**config.mk**
```make
export PLATFORM = sky130hd
export DESIGN_NAME = cache_refill_controller
export DESIGN_NICKNAME = d
export VERILOG_FILES = /design/src/rtl/cache_pkg.sv /design/src/rtl/refill_word_counter.sv /design/src/rtl/cache_refill_controller.sv
export SDC_FILE = /design/constraint.sdc
export NUM_CORES = 1
export LEC_CHECK = 0
export CAP_MARGIN = 10
export CORE_AREA = 2 2 103 105
export CTS_CLUSTER_DIAMETER = 50
export DETAILED_ROUTE_END_ITERATION = 8
export DIE_AREA = 0 0 105 107
export GPL_TIMING_DRIVEN = 0
export MAX_ROUTING_LAYER = met4
export PLACE_DENSITY_LB_ADDON = 0.25
export SLEW_MARGIN = 10
export SYNTH_ARGS = -nofsm -noshare
export SYNTH_HDL_FRONTEND = slang
export SYNTH_SLANG_ARGS = --single-unit
```
**constraint.sdc**
```tcl
create_clock -name clk -period 2 [get_ports clk]
set_input_delay 0.6 -clock clk [delete_from_list [all_inputs] [get_ports clk]]
set_output_delay 0.6 -clock clk [all_outputs]
set_load 0.05 [all_outputs]
```
**src/rtl/cache_pkg.sv**
```systemverilog
// rtl/cache_pkg.sv - refill FSM state encoding, address-split constants and tag-width helper
package cache_pkg;

  typedef enum logic [2:0] {
    RS_IDLE      = 3'd0,
    RS_VICTIM    = 3'd1,
    RS_WB        = 3'd2,
    RS_FILL_REQ  = 3'd3,
    RS_FILL_WAIT = 3'd4,
    RS_COMMIT    = 3'd5
  } refill_state_t;

  // Byte offset inside a 32-bit word, plus the default geometry (4 words/line, 64 sets).
  localparam int OFFSET_BITS = 2;
  localparam int WORD_BITS   = 2;
  localparam int SET_BITS    = 6;

  function automatic int tag_width(input int addr_width, input int set_count, input int words_per_line);
    return addr_width - $clog2(set_count) - $clog2(words_per_line) - OFFSET_BITS;
  endfunction

endpackage

```
**src/rtl/refill_word_counter.sv**
```systemverilog
// rtl/refill_word_counter.sv - word index within the line being written back or filled
module refill_word_counter #(
  parameter int WIDTH = 2
) (
  input  logic             clk,
  input  logic             reset,
  input  logic             clear,
  input  logic             inc,
  output logic [WIDTH-1:0] count,
  output logic             last
);

  // Wraps to zero on the increment after the last word, so no explicit clear is needed there.
  always_ff @(posedge clk or posedge reset) begin
    if (reset) begin
      count <= '0;
    end else if (clear) begin
      count <= '0;
    end else if (inc) begin
      count <= count + WIDTH'(1);
    end
  end

  assign last = &count;

endmodule

```
**src/rtl/cache_refill_controller.sv**
```systemverilog
// rtl/cache_refill_controller.sv - cache line refill sequencer: victim select, writeback, fill, commit
// REFILL_WRITEBACK_EN adds the dirty-victim writeback path; without it the cache is write-through.
module cache_refill_controller
  import cache_pkg::*;
#(
  parameter int  WAY_COUNT      = 2,
  parameter int  SET_COUNT      = 64,
  parameter int  WORDS_PER_LINE = 4,
  parameter int  ADDR_WIDTH     = 32,
  localparam int WAY_W          = $clog2(WAY_COUNT),
  localparam int SET_W          = $clog2(SET_COUNT),
  localparam int WORD_W         = $clog2(WORDS_PER_LINE),
  localparam int TAG_WIDTH      = tag_width(ADDR_WIDTH, SET_COUNT, WORDS_PER_LINE)
) (
  input  logic                  clk,
  input  logic                  reset,
  input  logic                  miss_valid,
  output logic                  miss_ready,
  input  logic [ADDR_WIDTH-1:0] miss_addr,
  output logic                  done,
  output logic [SET_W-1:0]      rp_set,
  input  logic [WAY_W-1:0]      rp_way,
  input  logic                  rp_ready,
  output logic                  rp_taken,
  input  logic [TAG_WIDTH-1:0]  victim_tag,
  input  logic                  victim_dirty,
  output logic [SET_W-1:0]      line_set,
  output logic [WAY_W-1:0]      line_way,
  output logic [WORD_W-1:0]     line_word,
  input  logic [31:0]           line_rdata,
  output logic                  line_we,
  output logic [31:0]           line_wdata,
  output logic                  tag_we,
  output logic [TAG_WIDTH-1:0]  tag_wdata,
  output logic                  mem_req_valid,
  input  logic                  mem_req_ready,
  output logic                  mem_req_we,
  output logic [ADDR_WIDTH-1:0] mem_req_addr,
  output logic [31:0]           mem_wdata,
  input  logic                  mem_rvalid,
  input  logic [31:0]           mem_rdata
);

  localparam logic [2:0] IDLE      = RS_IDLE;
  localparam logic [2:0] VICTIM    = RS_VICTIM;
  localparam logic [2:0] FILL_REQ  = RS_FILL_REQ;
  localparam logic [2:0] FILL_WAIT = RS_FILL_WAIT;
  localparam logic [2:0] COMMIT    = RS_COMMIT;
`ifdef REFILL_WRITEBACK_EN
  localparam logic [2:0] WB        = RS_WB;
`endif

  logic [2:0]            state;
  logic [TAG_WIDTH-1:0]  tag_q;
  logic [SET_W-1:0]      set_q;
  logic [WORD_W-1:0]     offset_q;
  logic [WAY_W-1:0]      way_q;
  logic [WORD_W-1:0]     word;
  logic                  word_last;
  logic                  word_inc;
  logic                  rp_grant;
  logic                  req_accept;
  logic                  fill_beat;
  logic [ADDR_WIDTH-1:0] fill_addr;

  assign rp_grant   = (state == VICTIM) && rp_ready;
  assign req_accept = mem_req_valid && mem_req_ready;
  // Responses are only meaningful while a fill read is outstanding.
  assign fill_beat  = (state == FILL_WAIT) && mem_rvalid;
  assign fill_addr  = {tag_q, set_q, word, {OFFSET_BITS{1'b0}}};

  refill_word_counter #(
    .WIDTH(WORD_W)
  ) u_word_counter (
    .clk   (clk),
    .reset (reset),
    .clear (rp_grant),
    .inc   (word_inc),
    .count (word),
    .last  (word_last)
  );

  always_ff @(posedge clk or posedge reset) begin
    if (reset) begin
      state    <= IDLE;
      tag_q    <= '0;
      set_q    <= '0;
      offset_q <= '0;
      way_q    <= '0;
    end else begin
      case (state)
        IDLE: begin
          if (miss_valid) begin
            tag_q    <= miss_addr[ADDR_WIDTH-1 -: TAG_WIDTH];
            set_q    <= miss_addr[OFFSET_BITS+WORD_W +: SET_W];
            offset_q <= miss_addr[OFFSET_BITS +: WORD_W];
            state    <= VICTIM;
          end
        end
        VICTIM: begin
          if (rp_ready) begin
            way_q <= rp_way;
`ifdef REFILL_WRITEBACK_EN
            state <= victim_dirty ? WB : FILL_REQ;
`else
            state <= FILL_REQ;
`endif
          end
        end
`ifdef REFILL_WRITEBACK_EN
        WB: begin
          if (req_accept && word_last) state <= FILL_REQ;
        end
`endif
        FILL_REQ: begin
          if (req_accept) state <= FILL_WAIT;
        end
        FILL_WAIT: begin
          if (mem_rvalid) state <= word_last ? COMMIT : FILL_REQ;
        end
        COMMIT:  state <= IDLE;
        default: state <= IDLE;
      endcase
    end
  end

`ifdef REFILL_WRITEBACK_EN
  logic [TAG_WIDTH-1:0] vtag_q;
  logic                 wb_active;

  always_ff @(posedge clk or posedge reset) begin
    if (reset) begin
      vtag_q <= '0;
    end else if (rp_grant) begin
      vtag_q <= victim_tag;
    end
  end

  assign wb_active     = (state == WB);
  assign word_inc      = fill_beat || (wb_active && req_accept);
  assign mem_req_valid = wb_active || (state == FILL_REQ);
  assign mem_req_we    = wb_active;
  // The data-array read is indexed by the held counter, so wdata stays stable while stalled.
  assign mem_wdata     = wb_active ? line_rdata : 32'd0;

  always_comb begin
    mem_req_addr = '0;
    if (wb_active) begin
      mem_req_addr = {vtag_q, set_q, word, {OFFSET_BITS{1'b0}}};
    end else if (state == FILL_REQ) begin
      mem_req_addr = fill_addr;
    end
  end
`else
  logic unused_wb;

  assign unused_wb     = ^{victim_tag, victim_dirty, line_rdata};
  assign word_inc      = fill_beat;
  assign mem_req_valid = (state == FILL_REQ);
  assign mem_req_we    = 1'b0;
  assign mem_wdata     = 32'd0;
  assign mem_req_addr  = (state == FILL_REQ) ? fill_addr : '0;
`endif

  logic unused_fields;
  assign unused_fields = ^{offset_q, miss_addr[OFFSET_BITS-1:0]};

  assign miss_ready = (state == IDLE);
  assign rp_set     = set_q;
  assign line_set   = set_q;
  assign line_way   = way_q;
  assign line_word  = word;
  assign line_we    = fill_beat;
  assign line_wdata = fill_beat ? mem_rdata : 32'd0;
  assign done       = (state == COMMIT);
  assign rp_taken   = (state == COMMIT);
  assign tag_we     = (state == COMMIT);
  assign tag_wdata  = (state == COMMIT) ? tag_q : '0;

endmodule

```
==> load_flow_metrics.sql, run 1 <==
INSERT INTO impl_metrics (metric_group, metric, value, unit) VALUES
('outcome', 'failed_checks', 'setup timing', ''),
('detailed_routing', '1st_pass_router_iterations', '3', ''),
('floorplanning', 'rows', '37', ''),
('synth', 'synth.area.top_cells', 'sky130_fd_sc_hd__dfrtp_1 (38%), sky130_fd_sc_hd__and2_1 (23%), sky130_fd_sc_hd__buf_4 (15%), sky130_fd_sc_hd__mux2_1 (10%), sky130_fd_sc_hd__mux2_2 (4.5%)', ''),
('detailed_routing', 'drt-wirelength-per-cell', '14.02', 'um'),
('global_routing', 'groute.usage.overall', '15.36', '%'),
('cts', 'h-tree-depth', '2', ''),
('synth', 'post_synth.cell_area_avg', '9.971', 'sq um'),
('detailed_routing', 'route.vias.total', '2331', ''),
('flow_run', 'max_cap_viol_count', '0', ''),
('worst_setup_path', 'cp_data_required_time', '1.40', 'ns'),
('pwr', 'peakVddDrop', '694.9', 'uV'),
('final_layout', 'fin_nets', '592', ''),
('floorplanning', 'die_height', '107', 'um'),
('final_layout', 'layout.area.seq', '854.6', 'sq um'),
('worst_setup_path', 'setup.worst_path.class', 'flip-flop to primary output', ''),
('synth', 'synth.ff_latch_count', '34', ''),
('pwr', 'p_leak', '2.545', 'nW'),
('timing', 'min_period', '2.264', 'ns'),
('global_routing', 'grt-ovfl-total', '0', ''),
('timing', 'final.hold.worst_slack', '0.5044', 'ns'),
('timing', 'final-max-slew-violation-count', '0', ''),
('synth', 'mappedNetlistArea', '2253', 'sq um'),
('synth', 'sequential_to_total_area_share_from_yosys_stat', '37.76', '%'),
('floorplanning', 'design.die.area', '11240', 'sq um'),
('pwr', 'power_density', '1217', 'nW/um^2'),
('synth', 'yosysUniqueCellTypes', '26', ''),
('timing', 'final-hold-violation-count', '0', ''),
('synth', 'synthDominantCellAreaShare', '37.76', '%'),
('detailed_routing', 'remaining_drc_errors', '0', ''),
('cts', 'cts_hold_buffers', '0', ''),
('floorplanning', 'core_area', '10090', 'sq um'),
('timing', 'setup_viol', '89', ''),
('worst_setup_path', 'setup.reg_to_reg.worst_slack', '0.25', 'ns'),
('global_routing', 'antenna_found_initial', '0', ''),
('detailed_routing', 'detail-route-antenna-nets', '0', ''),
('detailed_routing', 'drt_iter0_drc', '55', ''),
('final_layout', 'multi_input_area', '1340', 'sq um'),
('global_routing', 'first_global_vias', '2466', ''),
('final_layout', 'num-fill-cells', '919', ''),
('timing', 'max_slew_margin', '49.40', '%'),
('cts', 'cts-root-to-sink-buffers', '2', ''),
('floorplanning', 'initial_utilization', '22.33', '%'),
('cts', 'clkSinkCount', '34', ''),
('synth', 'synth_top_cell_by_area', 'sky130_fd_sc_hd__dfrtp_1', ''),
('cts', 'ctsRootBufferMaster', 'sky130_fd_sc_hd__clkbuf_8', ''),
('timing', 'timing.final.crit_share', '113.2', '%'),
('timing', 'timing.fmax', '0.4418', 'GHz'),
('final_layout', 'layout_commonest_cell', 'sky130_fd_sc_hd__buf_8', ''),
('final_layout', 'finish.utilization', '52.39', '%'),
('timing', 'grt_setup_unrepaired', 'yes', ''),
('cts', 'clock_tree_from_tritoncts', 'done', ''),
('timing', 'final.setup_skew', '0.001989', 'ns'),
('cts', 'cts_made_buffers', '5', ''),
('final_layout', 'final_layout_size_suffix_gt1_share', '58.80', '%'),
('final_layout', 'mostFrequentLayoutCells', 'sky130_fd_sc_hd__buf_8 (71), sky130_fd_sc_hd__and2_4 (65), sky130_fd_sc_hd__clkdlybuf4s50_1 (65)', ''),
('final_layout', 'layout-area-overhead-vs-synth', '134.6', '%'),
('worst_setup_path', 'critPathMaxFanout', '5', ''),
('global_routing', 'grt_max_degree', '35', ''),
('placed_design', 'routabilityCongestion', '0.8136', ''),
('worst_setup_path', 'worstSetupStartpointType', 'flip-flop', ''),
('synth', 'synth-warning-count', '0', ''),
('floorplanning', 'die_w', '105', 'um'),
('timing', 'setup_ws', '-0.2637', 'ns'),
('synth', 'synthesis.instances', '226', ''),
('worst_setup_path', 'cp_data_arrival_time', '1.66', 'ns'),
('worst_hold_path', 'holdCritPathClass', 'flip-flop to flip-flop', ''),
('detailed_routing', 'vias_per_cell', '3.872', ''),
('cts', 'clock_latency', '0.28', 'ns'),
('cts', 'cts.clk_slew.worst_paths', '0.07', 'ns'),
('placed_design', 'io_buffer_count', '171', ''),
('worst_setup_path', 'critical_path_endpoint_category', 'primary output', ''),
('placed_design', 'dp_hpwl', '5.986', 'mm'),
('timing', 'transition_time_at_the_pin_with_the_least_slew_margin', '0.7579', 'ns'),
('detailed_routing', 'detail_route.wirelength', '8.443', 'mm'),
('global_routing', 'global_route_wire_length_before_repair', '13.11', 'mm'),
('floorplanning', 'design.portCount', '266', ''),
('final_layout', 'antenna_cells_inserted', '0', ''),
('outcome', 'status', 'finished with violations', '');
## sequential cells by signal, indices dropped and copies added, names as in the netlist
name                  count
tag_q                    22
line_set                  6
state                     3
u_word_counter.count      2
line_way                  1
## metal layers
layer	global-route usage, %	vias up	routed length, um
met3	4.924	4	801
met5	-	-	0
met1	16.49	1067	3316
li1	-	1116	-
met2	27.69	144	4269
met4	3.524	0	55
## final cells by class
type                       instances  share of cell area (%)
clock buffer                       7                   1.633
timing repair buffer             198                   44.01
sequential                        34                   16.16
inverter                           3                  0.2130
tap                              136                   3.218
clock inverter                     1                 0.09465
buffer                            55                   9.323
multi-input combinational        168                   25.34
## repair_timing
action,4_1_cts,5_1_grt
hold endpoints to repair,0,0
cloned,7,1
buffers inserted,14,7
gates resized for setup,767,28
endpoints found under the setup margin,105,89
pin swaps,35,1
## cell families after synthesis
logic type / count (synthesis) / synth area share (%)
fa+ha+maj: 1 / 0.5552
simple gates: 96 / 26.93
compound gates: 5 / 1.333
mux: 30 / 14.94
xor+xnor: 1 / 0.3887
buf+inv: 58 / 17.93
flops: 34 / 37.76
other cells: 1 / 0.1664
## power by group
group | switching (mW) | internal, mW | leakage [nW]
Clock | 0.263 | 0.278 | 0.0482
Sequential | 0.287 | 1.03 | 0.404
Combinational | 2.53 | 2.05 | 2.09
## synth_stat cells
| cell type | number |
|---|---|
| sky130_fd_sc_hd__nor4b_2 | 1 |
| sky130_fd_sc_hd__conb_1 | 1 |
| sky130_fd_sc_hd__buf_2 | 3 |
| sky130_fd_sc_hd__nand2_1 | 1 |
| sky130_fd_sc_hd__dfrtp_1 | 34 |
| sky130_fd_sc_hd__mux2_2 | 9 |
| sky130_fd_sc_hd__clkbuf_2 | 2 |
| sky130_fd_sc_hd__nor3_1 | 1 |
| sky130_fd_sc_hd__a22oi_1 | 1 |
| sky130_fd_sc_hd__mux2i_1 | 1 |
| sky130_fd_sc_hd__nor3b_2 | 1 |
| sky130_fd_sc_hd__xnor2_1 | 1 |
| sky130_fd_sc_hd__and3_1 | 1 |
| sky130_fd_sc_hd__ha_1 | 1 |
| sky130_fd_sc_hd__buf_4 | 44 |
| sky130_fd_sc_hd__mux2_1 | 20 |
| sky130_fd_sc_hd__and2_1 | 84 |
| sky130_fd_sc_hd__o21ai_0 | 2 |
| sky130_fd_sc_hd__buf_6 | 2 |
| sky130_fd_sc_hd__nand2b_1 | 2 |
| sky130_fd_sc_hd__nor2_1 | 3 |
| sky130_fd_sc_hd__clkbuf_1 | 4 |
| sky130_fd_sc_hd__inv_1 | 3 |
| sky130_fd_sc_hd__nand3_1 | 1 |
| sky130_fd_sc_hd__nor4bb_1 | 1 |
| sky130_fd_sc_hd__o22ai_1 | 2 |
## path summary, 6_finish.rpt
check                            endpoint  cells past startpoint      from
max                        line_wdata[17]                      5  state[1]
min                              line_way                      1  line_way
max reg2reg                   line_set[2]                      5  state[0]
min reg2reg                      line_way                      1  line_way
max in group asynchronous        state[2]                      2     reset
min in group asynchronous     line_set[4]                      2     reset
## worst max-delay path: stages (launching register included)
cell	delay, ns
sky130_fd_sc_hd__dfrtp_2	0.45
sky130_fd_sc_hd__nor4bb_4	0.32
sky130_fd_sc_hd__buf_6	0.18
sky130_fd_sc_hd__clkbuf_8	0.15
sky130_fd_sc_hd__and2_4	0.14
sky130_fd_sc_hd__buf_8	0.14
## through the flow
stage | area (sq um) | setup slack [ns] | power (mW) | cells | setup TNS (ns)
2_1_floorplan | 2539 | -0.0009605 | 3.830 | 260 | -0.009605
3_5_place_dp | 4420 | -1.321 | 5.020 | 567 | -92.36
5_1_grt | 5288 | -0.3339 | 6.780 | 602 | -23.47
3_3_place_gp | 4420 | -1.308 | 4.987 | 567 | -99.88
4_1_cts | 5176 | -0.2756 | 6.283 | 596 | -19.80
6_report | 5288 | -0.2637 | 6.433 | 602 | -16.79
No activity file was read; power rests on OpenSTA's default activity.
==> run 2: changes to the inputs <==
Settings changed: CAP_MARGIN 10 to 30.
==> results of run 2 <==
Final layout, timing and power as in run 1 (identical DEF).
